File: config.mk
export PLATFORM = sky130hd
export DESIGN_NAME = led_pattern_gen
export DESIGN_NICKNAME = d
export VERILOG_FILES = /design/src/rtl/led_pkg.sv /design/src/rtl/sync_2ff.sv /design/src/rtl/led_pattern_gen.sv
export SDC_FILE = /design/constraint.sdc
export NUM_CORES = 1
export LEC_CHECK = 0
export ABC_CLOCK_PERIOD_IN_PS = 2500
export BUFFER_PORTS_ARGS = -buffer_cell sky130_fd_sc_hd__buf_2
export CORE_ASPECT_RATIO = 0.8
export CORE_MARGIN = 2
export CORE_UTILIZATION = 51
export CTS_CLUSTER_SIZE = 25
export DETAILED_ROUTE_END_ITERATION = 10
export HOLD_SLACK_MARGIN = 0.06
export PLACE_DENSITY = 0.69
export SETUP_SLACK_MARGIN = 0.15
export SLEW_MARGIN = 10
export SYNTH_ARGS = -nofsm -noshare
export SYNTH_HDL_FRONTEND = slang
export SYNTH_SLANG_ARGS = --single-unit
export TNS_END_PERCENT = 1
File: constraint.sdc
create_clock -name clk -period 2.5 [get_ports clk]
set_input_delay 0.25 -clock clk [delete_from_list [all_inputs] [get_ports clk]]
set_output_delay 0.25 -clock clk [all_outputs]
set_load 0.1 [all_outputs]
File: src/rtl/led_pkg.sv
// ---------------------------------------------------------------------------
// led_pkg
// Shared encodings for the LED pattern generator and its helpers.
//   mode_t : animation mode as it appears on the 2-bit mode switches
//   dir_t  : travel direction of the one-hot dot in BOUNCE mode
// ---------------------------------------------------------------------------
package led_pkg;

   typedef enum logic [1:0] {
      MODE_STATIC = 2'd0,
      MODE_BLINK  = 2'd1,
      MODE_ROTATE = 2'd2,
      MODE_BOUNCE = 2'd3
   } mode_t;

   typedef enum logic {
      DIR_LEFT  = 1'b0,
      DIR_RIGHT = 1'b1
   } dir_t;

endpackage

File: src/rtl/sync_2ff.sv
// ---------------------------------------------------------------------------
// sync_2ff
// Two-flop synchroniser for asynchronous board inputs (switches, buttons).
//   clk : destination clock
//   rst : asynchronous active-high reset, clears both stages to 0
//   d   : asynchronous input bus (WIDTH bits, each bit synchronised alone)
//   q   : synchronised output, two clk edges behind d
// ---------------------------------------------------------------------------
module sync_2ff #(
   parameter int WIDTH = 1
) (
   input  logic             clk,
   input  logic             rst,
   input  logic [WIDTH-1:0] d,
   output logic [WIDTH-1:0] q
);

   logic [WIDTH-1:0] meta;

   // NOTE: flops are written with <= so both stages sample their inputs
   // from before the edge; a blocking '=' here would collapse the chain.
   always_ff @(posedge clk or posedge rst) begin
      if (rst) begin
         meta <= '0;
         q    <= '0;
      end else begin
         meta <= d;
         q    <= meta;
      end
   end

endmodule

File: src/rtl/led_pattern_gen.sv
// ---------------------------------------------------------------------------
// led_pattern_gen
// Animated LED driver: STATIC, BLINK, ROTATE or BOUNCE, stepping at TICK_HZ.
//   clk      : system clock (CLK_HZ), rising edge
//   rst      : asynchronous active-high reset
//   mode_sw  : mode select straight from slide switches (asynchronous)
//   hold     : freezes prescaler and animation while high
//   flag_led : registered LED drive, LED_W bits
//   tick_o   : registered one-cycle pulse, high while a new step is shown
// ---------------------------------------------------------------------------
module led_pattern_gen
   import led_pkg::*;
#(
   parameter int               LED_W   = 16,
   parameter int               CLK_HZ  = 100_000_000,
   parameter int               TICK_HZ = 4,
   parameter logic [LED_W-1:0] PATTERN = 16'hAE20
) (
   input  logic             clk,
   input  logic             rst,
   input  logic [1:0]       mode_sw,
   input  logic             hold,
   output logic [LED_W-1:0] flag_led,
   output logic             tick_o
);

   localparam int             TICK_DIV = CLK_HZ / TICK_HZ;
   localparam int             CNT_W    = $clog2(TICK_DIV);
   localparam logic [CNT_W-1:0] CNT_MAX = CNT_W'(TICK_DIV - 1);
   localparam logic [LED_W-1:0] DOT_LSB = LED_W'(1);

   logic [1:0]       mode_s_raw;
   mode_t            mode_s;
   mode_t            mode_q;
   dir_t             dir;
   logic             phase;
   logic             phase_next;
   logic [CNT_W-1:0] cnt;
   logic             tick_int;
   logic             mode_chg;

   sync_2ff #(.WIDTH(2)) u_mode_sync (
      .clk (clk),
      .rst (rst),
      .d   (mode_sw),
      .q   (mode_s_raw)
   );

   assign mode_s     = mode_t'(mode_s_raw);
   assign mode_chg   = (mode_s != mode_q);
   assign tick_int   = (cnt == CNT_MAX) && !hold;
   assign phase_next = ~phase;

   always_ff @(posedge clk or posedge rst) begin
      if (rst) begin
         mode_q   <= MODE_STATIC;
         cnt      <= '0;
         dir      <= DIR_LEFT;
         phase    <= 1'b0;
         flag_led <= PATTERN;
         tick_o   <= 1'b0;
      end else if (mode_chg) begin
         // A mode switch restarts the animation and swallows any tick that
         // lands on the same edge, so the new mode always begins cleanly.
         mode_q   <= mode_s;
         cnt      <= '0;
         dir      <= DIR_LEFT;
         phase    <= 1'b0;
         flag_led <= (mode_s == MODE_BOUNCE) ? DOT_LSB : PATTERN;
         tick_o   <= 1'b0;
      end else begin
         tick_o <= tick_int;
         if (!hold) begin
            cnt <= (cnt == CNT_MAX) ? '0 : cnt + 1'b1;
         end
         if (tick_int) begin
            case (mode_q)
               MODE_STATIC: flag_led <= PATTERN;
               MODE_BLINK: begin
                  phase    <= phase_next;
                  flag_led <= phase_next ? '0 : PATTERN;
               end
               MODE_ROTATE: flag_led <= {flag_led[LED_W-2:0], flag_led[LED_W-1]};
               MODE_BOUNCE: begin
                  // Turn around on the step that would fall off the end, so
                  // the end LEDs are lit for one step only.
                  if (dir == DIR_LEFT) begin
                     if (flag_led[LED_W-1]) begin
                        dir      <= DIR_RIGHT;
                        flag_led <= flag_led >> 1;
                     end else begin
                        flag_led <= flag_led << 1;
                     end
                  end else begin
                     if (flag_led[0]) begin
                        dir      <= DIR_LEFT;
                        flag_led <= flag_led << 1;
                     end else begin
                        flag_led <= flag_led >> 1;
                     end
                  end
               end
               default: flag_led <= flag_led;
            endcase
         end
      end
   end

endmodule

==> results_tabular.tex <==
\begin{tabular}{lr}
\hline
Metric & Value \\
\hline
\multicolumn{2}{l}{\textbf{Synthesis}} \\
Number of flops mapped to enable cells by yosys & 0 \\
Sequential-to-total area share from yosys stat & 0.4491 \\
Seq cells post-synth & 50 \\
Mapped cell area & 2803 sq um \\
Syn\_nets & 302 \\
Primary flip-flop cell chosen by synthesis mapping & sky130\_fd\_sc\_hd\_\_dfrtp\_1 \\
Number of standard cells after synthesis & 296 \\
Number of unique standard cell types used by synthesis & 56 \\
Synth Warn \# & 0 \\
Mapped Avg Cell Area & 9.469 sq um \\
Share of flip-flops with an asynchronous set or reset after synthesis & 1.000 \\
\multicolumn{2}{l}{\textbf{Global routing}} \\
Number of antenna violations at the first check in global routing & 0 \\
First-pass GRT wire length & 12,200 microns \\
Maximum number of pins on one net before global-route repair & 51 \\
Total routing resource utilization after global routing & 0.2529 \\
Total global routing overflow & 0 \\
Number of global-route vias before repair & 2,397 \\
\multicolumn{2}{l}{\textbf{CTS}} \\
Post-CTS Setup Repair Bufs & 0 \\
Clock-pin slew on the worst setup and hold paths & 0.09 ns \\
CTS sink count & 50 \\
CTS tree & built \\
Cell chosen for the clock root & sky130\_fd\_sc\_hd\_\_clkbuf\_8 \\
Number of buffers created by CTS & 5 \\
Insertion delay of the later-clocked pin in the worst-skew pair & 0.30 ns \\
Maximum root-to-sink buffer count & 2 \\
Maximum level of the CTS H-tree & 2 \\
Number of gates resized after CTS & 0 \\
Number of buffers inserted by hold repair at cts & 2 \\
\multicolumn{2}{l}{\textbf{Timing}} \\
Setup repair after global routing missed its margin & no \\
Final number of max-transition violations & 0 \\
Slew @ Worst Pin & 0.6321 ns \\
Number of failing setup endpoints in the final timing report & 0 \\
Final hold viol count & 0 \\
Worst slew margin relative to its limit & 0.5786 \\
Clock period minus final worst setup slack & 2.181 ns \\
Clk\_skew & 0.004093 ns \\
Post-route fraction of the period consumed by the critical path & 0.8722 \\
Upper clock frequency limit & 458.6 MHz \\
Total Neg Setup Slack & 0 ns \\
\multicolumn{2}{l}{\textbf{Placed design}} \\
DP Cell Count & 373 \\
Routability Congestion & 0.9166 \\
I/O Buffers & 21 \\
Half-perimeter wire length after detailed placement & 4882 microns \\
\multicolumn{2}{l}{\textbf{Floorplan}} \\
Area of the die & 6108 sq um \\
Effective utilization at floorplan & 0.5214 \\
Row count & 24 \\
Height of the chip & 70.31 microns \\
Die width & 86.88 microns \\
Number of top-level design ports & 22 \\
Core Box Area & 5375 sq um \\
\multicolumn{2}{l}{\textbf{Worst setup path}} \\
Slowest Stage Delay on Critical Path & 0.75 ns \\
Cell family contributing the most delay on the critical path & simple AND/OR/NAND/NOR gates \\
CP most frequent cell & sky130\_fd\_sc\_hd\_\_or4\_1 \\
Largest fanout on the critical path & 12 \\
Max stage delay cell, worst path & sky130\_fd\_sc\_hd\_\_or4\_1 \\
Worst path bufs/invs & 0 \\
Worst setup path class & reg2reg \\
Worst Path Required & 2.73 ns \\
WP data arrival & 2.41 ns \\
Crit-path cells & nand4\_4 > or4\_1 > or4\_1 > a21oi\_1 \\
Worst setup EP type & flip-flop \\
Startpoint type of the worst setup path & flip-flop \\
Minimum setup slack among reg-to-reg paths & 0.32 ns \\
\multicolumn{2}{l}{\textbf{Power and ir drop}} \\
Power Internal & 1.088 mW \\
Power share of the combinational group & 0.153 \\
P\_leak & 1.165 nW \\
VDD IR max & 0.3022 mV \\
Clock share of power & 0.294 \\
Power density over cell area & 501.4 nW/um\^{}2 \\
Relative contribution of sequential cells to total power & 0.553 \\
Overall power & 1.553 mW \\
Switching share of total power & 0.2995 \\
Net switching power & 0.4650 mW \\
\multicolumn{2}{l}{\textbf{Final layout}} \\
Number of antenna repair diodes & 0 \\
Final net count & 323 \\
Number of cells in the finished layout apart from fillers & 383 \\
Synth-to-layout area growth & 10.49\% \\
End-of-flow core utilization & 0.5761 \\
Fraction of final layout cells with drive strength greater than 1 & 0.1604 \\
\multicolumn{2}{l}{\textbf{Route}} \\
DRT iter0 DRCs & 212 \\
Wire per inst & 18.70 microns \\
Via-to-Cell Ratio & 6.619 \\
Via count of the routed design & 2,535 \\
Number of optimization iterations in the first detailed-route pass & 4 \\
DRC errors left & 0 \\
Total length of routed wires & 7162 microns \\
Remaining antenna violation count & 0 \\
\multicolumn{2}{l}{\textbf{Flow run}} \\
Number of maximum-capacitance constraint violations & 0 \\
\multicolumn{2}{l}{\textbf{Hold path}} \\
Type of the tightest min-delay check & in2async \\
\multicolumn{2}{l}{\textbf{Outcome}} \\
Result of the run & completed \\
\hline
\end{tabular}
[stage by stage]
stage	hold slack (ns)	area [sq um]	setup WS, ns
6_report	0.1011	3097	0.3194
5_1_grt	0.1568	3097	0.1878
4_1_cts	0.1258	3097	0.3097
3_5_place_dp	0.3364	2997	0.3312
3_3_place_gp	0.3322	2997	0.4017
2_1_floorplan	0.2814	2803	0.2737
[synth_stat cells (6+ instances only)]
cell type / number / area, sq um
sky130_fd_sc_hd__a22oi_1: 7 / 52.55
sky130_fd_sc_hd__nor2_1: 17 / 63.81
sky130_fd_sc_hd__nand3_1: 6 / 30.03
sky130_fd_sc_hd__inv_1: 11 / 41.29
sky130_fd_sc_hd__o21ai_0: 7 / 35.03
sky130_fd_sc_hd__a211oi_1: 11 / 82.58
sky130_fd_sc_hd__nand4_1: 8 / 50.05
sky130_fd_sc_hd__a221oi_1: 6 / 52.55
sky130_fd_sc_hd__a311oi_1: 6 / 52.55
sky130_fd_sc_hd__dfrtp_1: 44 / 1101
sky130_fd_sc_hd__nand2_1: 17 / 63.81
sky130_fd_sc_hd__or4_1: 14 / 105.1
sky130_fd_sc_hd__dfstp_2: 6 / 157.7
sky130_fd_sc_hd__clkbuf_1: 18 / 67.56
sky130_fd_sc_hd__a21oi_1: 29 / 145.1
sky130_fd_sc_hd__xnor2_1: 6 / 52.55
sky130_fd_sc_hd__o31ai_1: 11 / 82.58
[sequential cells by signal, summed over array words and instances, names as in the netlist]
register / cells
cnt: 25
dir: 1
flag_led: 16
mode_q: 2
phase: 1
tick_o: 1
u_mode_sync.meta: 2
u_mode_sync.q: 2
[layout by cell type, fill, tap and decap left out, drive strengths merged, types with 7 or more instances in the layout]
master,synthesis,final
nand4,9,9
a21oi,29,29
buf,5,35
a22oi,7,7
clkbuf,18,8
nand2,17,17
inv,11,11
nor2,17,17
o21ai,8,8
dfrtp,44,44
a211oi,11,11
o31ai,11,11
or4,15,15
[final timing paths]
check	startpoint	end	cells after the start
max reg2reg	cnt[3]$_DFFE_PP0P_	cnt[15]$_DFFE_PP0P_	4
min in group clk	hold	cnt[1]$_DFFE_PP0P_	3
max in group asynchronous	rst	phase$_DFFE_PP0P_	3
max	cnt[3]$_DFFE_PP0P_	cnt[15]$_DFFE_PP0P_	4
min	rst	flag_led[8]$_DFFE_PP0P_	3
min reg2reg	u_mode_sync.meta[1]$_DFF_PP0_	u_mode_sync.q[1]$_DFF_PP0_	0
[metal layers]
| metal | vias to the layer above | track usage | share of wire |
|---|---|---|---|
| met5 | - | 0 | 0 |
| met4 | 0 | 0.06597 | 0.0080 |
| met3 | 5 | 0.05437 | 0.059 |
| met2 | 75 | 0.3486 | 0.42 |
| met1 | 1257 | 0.3968 | 0.51 |
| li1 | 1198 | - | - |
[power by group through the flow]
stage | clock network (mW) | logic [mW] | registers, mW
after floorplan | 0 | 0.0985 | 0.953
after global placement | 0 | 0.233 | 0.873
after detailed placement | 0 | 0.234 | 0.873
after CTS | 0.464 | 0.236 | 0.858
after global routing | 0.508 | 0.256 | 0.862
final | 0.457 | 0.238 | 0.858
[logic make-up after synthesis]
logic type	Yosys count	share of synthesized area
AO/OA/AOI/OAI	102	0.2522
AND/OR/NAND/NOR	98	0.2098
flip-flops	50	0.4491
buffers and inverters	34	0.04955
XOR/XNOR	10	0.03125
multiplexers	1	0.003572
adder cells (fa/ha/maj)	1	0.004464
[tightest hold or removal path: cells and delay by family]
family	cells	cell delay, ns
buffers and inverters	3	0.63
[area by class of cell]
cell class / instances / area [sq um]
repair buffers: 37 / 230.2
multi-input cells: 212 / 1405
flip-flops and latches: 50 / 1259
clock buffers: 8 / 80.08
inverters: 11 / 41.29
well taps: 65 / 81.33
fillers: 481 / 2278
Power figures use the tool's default switching activity.
